==> src/rtl/pulse_train_gen_pkg.sv <==
// Shared definitions for the pulse train generator: FSM state encoding,
// default parameter values and the phase-timer width helper.
package pulse_train_gen_pkg;

  localparam int unsigned DEF_WIDTH       = 8;
  localparam int unsigned DEF_WINDOW_BITS = 12;
  localparam int unsigned DEF_HIGH_CYCLES = 4;
  localparam int unsigned DEF_LOW_CYCLES  = 4;

  typedef enum logic [2:0] {
    S_IDLE,
    S_HIGH,
    S_LOW,
    S_HOLD,
    S_DONE
  } state_e;

  // The phase timer is loaded with (cycles - 1), so it needs to hold values
  // up to max(high, low) - 1; never narrower than one bit.
  function automatic int unsigned phase_bits(input int unsigned high_cycles,
                                             input int unsigned low_cycles);
    int unsigned m;
    m = (high_cycles > low_cycles) ? high_cycles : low_cycles;
    return (m <= 1) ? 1 : $clog2(m);
  endfunction

endpackage

==> src/rtl/pulse_train_gen_phase_timer.sv <==
// Loadable down-counter used to time the HIGH and LOW phases of each pulse.
// A load takes priority; otherwise the count decrements until it reaches zero
// and then rests there with zero_o asserted.
module phase_timer #(
  parameter int unsigned CNT_W = 2
) (
  input  logic             clk,
  input  logic             rst,
  input  logic             load_i,
  input  logic [CNT_W-1:0] load_val_i,
  output logic             zero_o
);

  logic [CNT_W-1:0] cnt_q;
  logic [CNT_W-1:0] cnt_d;

  // Next count: load wins, else count down and stick at zero.
  always_comb begin
    cnt_d = cnt_q;
    if (load_i) begin
      cnt_d = load_val_i;
    end else if (cnt_q != '0) begin
      cnt_d = cnt_q - 1'b1;
    end
  end

  // Count register.
  always_ff @(posedge clk or posedge rst) begin
    if (rst) begin
      cnt_q <= '0;
    end else begin
      cnt_q <= cnt_d;
    end
  end

  assign zero_o = (cnt_q == '0);

endmodule

==> src/rtl/pulse_train_gen.sv <==
// Frame-based pulse train generator. An accepted start opens a window of
// 2^WINDOW_BITS cycles during which up to count_in pulses (HIGH_CYCLES high,
// LOW_CYCLES low) are emitted; pulses still in flight when the window closes
// are cut short. A one-cycle done strobe closes every frame.
module pulse_train_gen
  import pulse_train_gen_pkg::*;
#(
  parameter int unsigned WIDTH       = DEF_WIDTH,
  parameter int unsigned WINDOW_BITS = DEF_WINDOW_BITS,
  parameter int unsigned HIGH_CYCLES = DEF_HIGH_CYCLES,
  parameter int unsigned LOW_CYCLES  = DEF_LOW_CYCLES
) (
  input  logic             clk,
  input  logic             rst,
  input  logic             start,
  input  logic [WIDTH-1:0] count_in,
  output logic             pulse_out,
  output logic             ready,
  output logic             running,
  output logic             done,
  output logic [WIDTH-1:0] pulses_sent
);

  localparam int unsigned      PT_W   = phase_bits(HIGH_CYCLES, LOW_CYCLES);
  localparam logic [PT_W-1:0]  H_LOAD = PT_W'(HIGH_CYCLES - 1);
  localparam logic [PT_W-1:0]  L_LOAD = PT_W'(LOW_CYCLES - 1);

  state_e                 state_q, state_d;
  logic [WINDOW_BITS-1:0] win_q, win_d;
  logic [WIDTH-1:0]       rem_q, rem_d;
  logic [WIDTH-1:0]       sent_q, sent_d;
  logic                   pulse_q, ready_q, running_q, done_q;

  logic                   ph_load;
  logic [PT_W-1:0]        ph_load_val;
  logic                   ph_zero;
  logic                   win_last;

  phase_timer #(
    .CNT_W (PT_W)
  ) u_phase_timer (
    .clk        (clk),
    .rst        (rst),
    .load_i     (ph_load),
    .load_val_i (ph_load_val),
    .zero_o     (ph_zero)
  );

  assign win_last = (win_q == '1);

  // Next-state, window/remaining/tally counters and phase-timer loads.
  // Window expiry is checked before phase completion in HIGH so a truncated
  // pulse goes straight to DONE; in LOW a phase that completes on the last
  // window cycle is still counted as a full pulse.
  always_comb begin
    state_d     = state_q;
    win_d       = win_q;
    rem_d       = rem_q;
    sent_d      = sent_q;
    ph_load     = 1'b0;
    ph_load_val = '0;
    unique case (state_q)
      S_IDLE: begin
        if (start) begin
          rem_d  = count_in;
          sent_d = '0;
          win_d  = '0;
          if (count_in != '0) begin
            state_d     = S_HIGH;
            ph_load     = 1'b1;
            ph_load_val = H_LOAD;
          end else begin
            state_d = S_HOLD;
          end
        end
      end
      S_HIGH: begin
        win_d = win_q + 1'b1;
        if (win_last) begin
          state_d = S_DONE;
        end else if (ph_zero) begin
          state_d     = S_LOW;
          ph_load     = 1'b1;
          ph_load_val = L_LOAD;
        end
      end
      S_LOW: begin
        win_d = win_q + 1'b1;
        if (ph_zero) begin
          sent_d = sent_q + 1'b1;
          rem_d  = rem_q - 1'b1;
          if (win_last) begin
            state_d = S_DONE;
          end else if (rem_q > WIDTH'(1)) begin
            state_d     = S_HIGH;
            ph_load     = 1'b1;
            ph_load_val = H_LOAD;
          end else begin
            state_d = S_HOLD;
          end
        end else if (win_last) begin
          state_d = S_DONE;
        end
      end
      S_HOLD: begin
        win_d = win_q + 1'b1;
        if (win_last) begin
          state_d = S_DONE;
        end
      end
      S_DONE: begin
        state_d = S_IDLE;
      end
      default: begin
        state_d = S_IDLE;
      end
    endcase
  end

  // State, counters and registered outputs (outputs decoded from next state).
  always_ff @(posedge clk or posedge rst) begin
    if (rst) begin
      state_q   <= S_IDLE;
      win_q     <= '0;
      rem_q     <= '0;
      sent_q    <= '0;
      pulse_q   <= 1'b0;
      ready_q   <= 1'b1;
      running_q <= 1'b0;
      done_q    <= 1'b0;
    end else begin
      state_q   <= state_d;
      win_q     <= win_d;
      rem_q     <= rem_d;
      sent_q    <= sent_d;
      pulse_q   <= (state_d == S_HIGH);
      ready_q   <= (state_d == S_IDLE);
      running_q <= (state_d == S_HIGH) || (state_d == S_LOW) || (state_d == S_HOLD);
      done_q    <= (state_d == S_DONE);
    end
  end

  assign pulse_out   = pulse_q;
  assign ready       = ready_q;
  assign running     = running_q;
  assign done        = done_q;
  assign pulses_sent = sent_q;

endmodule

==> config.mk <==
export PLATFORM = sky130hd
export DESIGN_NAME = pulse_train_gen
export DESIGN_NICKNAME = d
export VERILOG_FILES = /design/src/rtl/pulse_train_gen_pkg.sv /design/src/rtl/pulse_train_gen_phase_timer.sv /design/src/rtl/pulse_train_gen.sv
export SDC_FILE = /design/constraint.sdc
export NUM_CORES = 1
export LEC_CHECK = 0
export ABC_CLOCK_PERIOD_IN_PS = 1750
export CAP_MARGIN = 10
export CORE_MARGIN = 1.5
export CORE_UTILIZATION = 50
export DETAILED_ROUTE_END_ITERATION = 10
export MAX_ROUTING_LAYER = met4
export PLACE_DENSITY = 0.84
export SLEW_MARGIN = 20
export SYNTH_ARGS = -nofsm -noshare
export SYNTH_HDL_FRONTEND = slang
export SYNTH_SLANG_ARGS = --single-unit
export TNS_END_PERCENT = 10
==> constraint.sdc <==
create_clock -name clk -period 1.75 [get_ports clk]
set_clock_uncertainty 0.1 [all_clocks]
set_input_delay 0.525 -clock clk [delete_from_list [all_inputs] [get_ports clk]]
set_output_delay 0.525 -clock clk [all_outputs]
set_load 0.05 [all_outputs]
==> summary.md, run 1 <==
| Metric | Value |
|---|---|
| Clock Latency Late Sink | 0.30 ns |
| Pre-CTS setup slack | -0.5720 ns |
| Rel. slew slack | 56.89% |
| P_sw | 1760 µW |
| Pint | 2617 µW |
| Min setup slack post-route | -0.02888 ns |
| Drt wl/cell | 18.14 µm |
| Largest family of logic cells by synthesized area | simple AND/OR/NAND/NOR gates |
| Final wirelength | 5.806 mm |
| Hold Crit Class | flop to flop |
| Post-route antenna net violation count | 0 |
| Most common cell after layout, fill and taps aside | buf_4 |
| R2R cell count | 4 |
| First-pass GRT wire length | 8.369 mm |
| # diodes | 0 |
| Max rail drop VDD | 798.5 µV |
| FF-to-FF End | rem_q[7] |
| Slew Limit Fails | 0 |
| Syn-to-layout area delta | 45.38% |
| Syn avg cell area | 9.463 µm² |
| Hold buffer count at cts | 0 |
| DR pass1 iterations | 5 |
| # nets final | 287 |
| Filler cells | 200 |
| Synth Cell Area | 0.002016 mm² |
| Post-synth EDFFs | 0 |
| Share of cells above drive strength 1 | 36.76% |
| Initial core utilization | 53.45% |
| Cells after synthesis | 213 |
| Reg power frac | 33.1% |
| Boundary pin count | 23 |
| Status | complete, but fails checks |
| Yosys cell types | 47 |
| Simple-gate share of the synthesized area | 25.08% |
| Critical path endpoint | rem_q[7] |
| Critical Path End Type | flop |
| GR Overflow Total | 0 |
| Mux share of post-synthesis cell area | 1.738% |
| Switching Fraction | 40.21% |
| Commonest non-fill, non-tap cells in the layout | buf_4 (34), dfrtp_1 (33), o21ai_0 (19) |
| Critical setup path kind | flop to flop |
| Drt first-iter violations | 170 |
| Hold Slack | 0.4370 ns |
| Overall Power | 4377 µW |
| Gpl congestion | 0.8650 |
| R2r startpoint | rem_q[2] |
| Cell Rows | 22 |
| PwrDens | 1494 mW/mm² |
| Via density | 6.206 |
| Register area | 930.9 µm² |
| Gate power share | 49.3% |
| #FFs+latches synth | 37 |
| CP max FO | 5 |
| Total CTS buffers | 5 |
| Failing checks | setup timing |
| Leakage power | 0.001266 µW |
| Gr usage total | 25.99% |
| Pin count of the biggest net entering global routing | 38 |
| Initial antenna violation count | 0 |
| Clock buffer depth | 2 |
| CP Cell Sequence | or4_4, nor4_2, o21ai_0, o2bb2ai_1 |
| Clock sink count | 37 |
| Final Setup Violations | 3 |
| Area of the multi-input gates | 0.001136 mm² |
| Die Ht | 66.50 µm |
| Core area | 0.003771 mm² |
| Fin. Hold Viols | 0 |
| Root buffer cell | clkbuf_8 |
| Post-synthesis adder-cell area fraction | 3.104% |
| Vias | 1,986 |
| Die Width | 66.50 µm |
| Htree depth | 2 |
| Fmax | 0.5622 GHz |
| Top FF cell, synth | dfrtp_1 |
| Mapped Nets | 229 |
| Detailed-placement wirelength estimate | 3.325 mm |
| Slowest-stage cell, CP | or4_4 |
| R2r setup slk | -0.03 ns |
| Compound-Gate Fraction of Synth Area | 16.82% |
| Final core utilization | 77.70% |
| IO Port Bufs | 22 |
| Seq/Total Area, Yosys | 46.00% |
| Critical Path Start | rem_q[2] |
| Die area | 0.004422 mm² |
| Worst slew pin tran | 0.6399 ns |
| Period utilization | 101.7% |
| Max Cap Viol | 0 |
| Min Tclk post-route | 1.779 ns |
| Critical Path Start Type | flop |
| CTS tree | done |
| Clk pin slew, worst setup/hold paths | 0.07 ns |
| Required @ worst endpoint | 1.81 ns |
| Clock share of power | 17.6% |
| XOR/XNOR Fraction of Synth Area | 3.042% |
| Max incr delay on CP | 0.58 ns |
| DRC viols | 0 |
| Worst EP arrival | 1.84 ns |
| RSZ-0062 raised after global routing | yes |
| Number of global-route vias before repair | 1,859 |
| Async SR Flop Fraction | 100.0% |
| Synth warn | 0 |
## cell type report
cell class              count  area share, %
multi-input cells         156          38.77
flip-flops and latches     37          31.77
repair buffers             58          21.65
clock buffers               6          2.818
well taps                  48          2.050
inverters                  13          1.665
clock inverters             2          1.281
## what timing repair did
| item | 4_1_cts | 5_1_grt |
|---|---|---|
| setup endpoints to repair | 26 | 20 |
| gates resized for setup | 9 | 32 |
| buffers inserted | 0 | 2 |
| pin swaps | 1 | 9 |
## stage by stage
step | std cells | area (µm²) | setup TNS [ns]
after floorplan | 213 | 2028 | 0
after global placement | 310 | 2660 | -11.36
after detailed placement | 310 | 2660 | -13.58
after CTS | 318 | 2815 | 0
after global routing | 320 | 2930 | -0.5221
final | 320 | 2930 | -0.05891
## cells in the mapped netlist (2+ instances only)
cell type	n	area, µm²
nand2_1	18	67.56
or4_1	4	30.03
xor2_1	3	26.28
a22oi_1	2	15.01
o21ai_0	19	95.09
buf_2	2	10.01
or3_1	4	25.02
and4_1	3	26.28
o31ai_1	3	22.52
nor2_1	14	52.55
mux2i_1	2	20.02
nor3_1	4	20.02
inv_1	13	48.80
nor3b_1	4	30.03
and2_1	4	25.02
clkbuf_1	4	15.01
ha_1	5	62.56
a2bb2oi_1	3	26.28
a31oi_1	2	12.51
nor4_1	5	31.28
dfrtp_1	36	900.9
a21oi_1	15	75.07
xnor2_1	4	35.03
nand4_1	4	25.02
o211ai_1	3	22.52
nand3_1	9	45.04
o2bb2ai_1	4	35.03
## logic make-up after synthesis
kind of cell               count (synthesis)
AOI/OAI and AO/OA                         55
xor gates and xnor gates                   7
adders and majority gates                  5
buffers and inverters                     20
DFF                                       37
muxes                                      3
and+or+nand+nor                           86
## routing by layer
layer / up-vias / global-route usage, % / wire (µm)
met5: - / - / 0
met4: 0 / 8.673 / 173
met3: 20 / 6.588 / 279
met2: 93 / 42.88 / 3017
met1: 979 / 31.22 / 2336
li1: 894 / - / -
## registers in the layout, summed over array words and instances (netlist names)
| signal | cells |
|---|---|
| win_q | 12 |
| pulses_sent | 8 |
| rem_q | 8 |
| state_q | 3 |
| u_phase_timer.cnt_q | 2 |
| done | 1 |
| pulse_out | 1 |
| ready | 1 |
| running | 1 |
## worst min path at each step
| stage | from | to | slack (ns) | cells past startpoint |
|---|---|---|---|---|
| after floorplan | rem_q[7] | rem_q[7] | 0.36 | 1 |
| after global placement | rem_q[7] | rem_q[7] | 0.38 | 1 |
| after detailed placement | rem_q[7] | rem_q[7] | 0.38 | 1 |
| after CTS | rem_q[7] | rem_q[7] | 0.40 | 1 |
| after global routing | rem_q[7] | rem_q[7] | 0.47 | 1 |
| final | rem_q[7] | rem_q[7] | 0.44 | 1 |
## critical path, delay by kind of cell, from the launching register on
family / cells / cell delay (ns)
AOI/OAI and AO/OA: 2 / 0.32
and+or+nand+nor: 2 / 0.77
DFF: 1 / 0.46
## power groups by stage
| stage | logic, µW | registers (µW) | clock network, µW |
|---|---|---|---|
| after global routing | 2320 | 1480 | 819 |
| after detailed placement | 1820 | 1400 | 0 |
| after global placement | 1760 | 1390 | 0 |
| final | 2160 | 1450 | 772 |
| after CTS | 1890 | 1400 | 778 |
| after floorplan | 1040 | 1450 | 0 |
(Power assumes the default switching activity.)
==> inputs of run 2 (changes only) <==
Settings changed: CTS_CLUSTER_DIAMETER set to 40.
==> results of run 2 <==
Same layout as run 1: the final DEF is identical, and so are final timing and power.
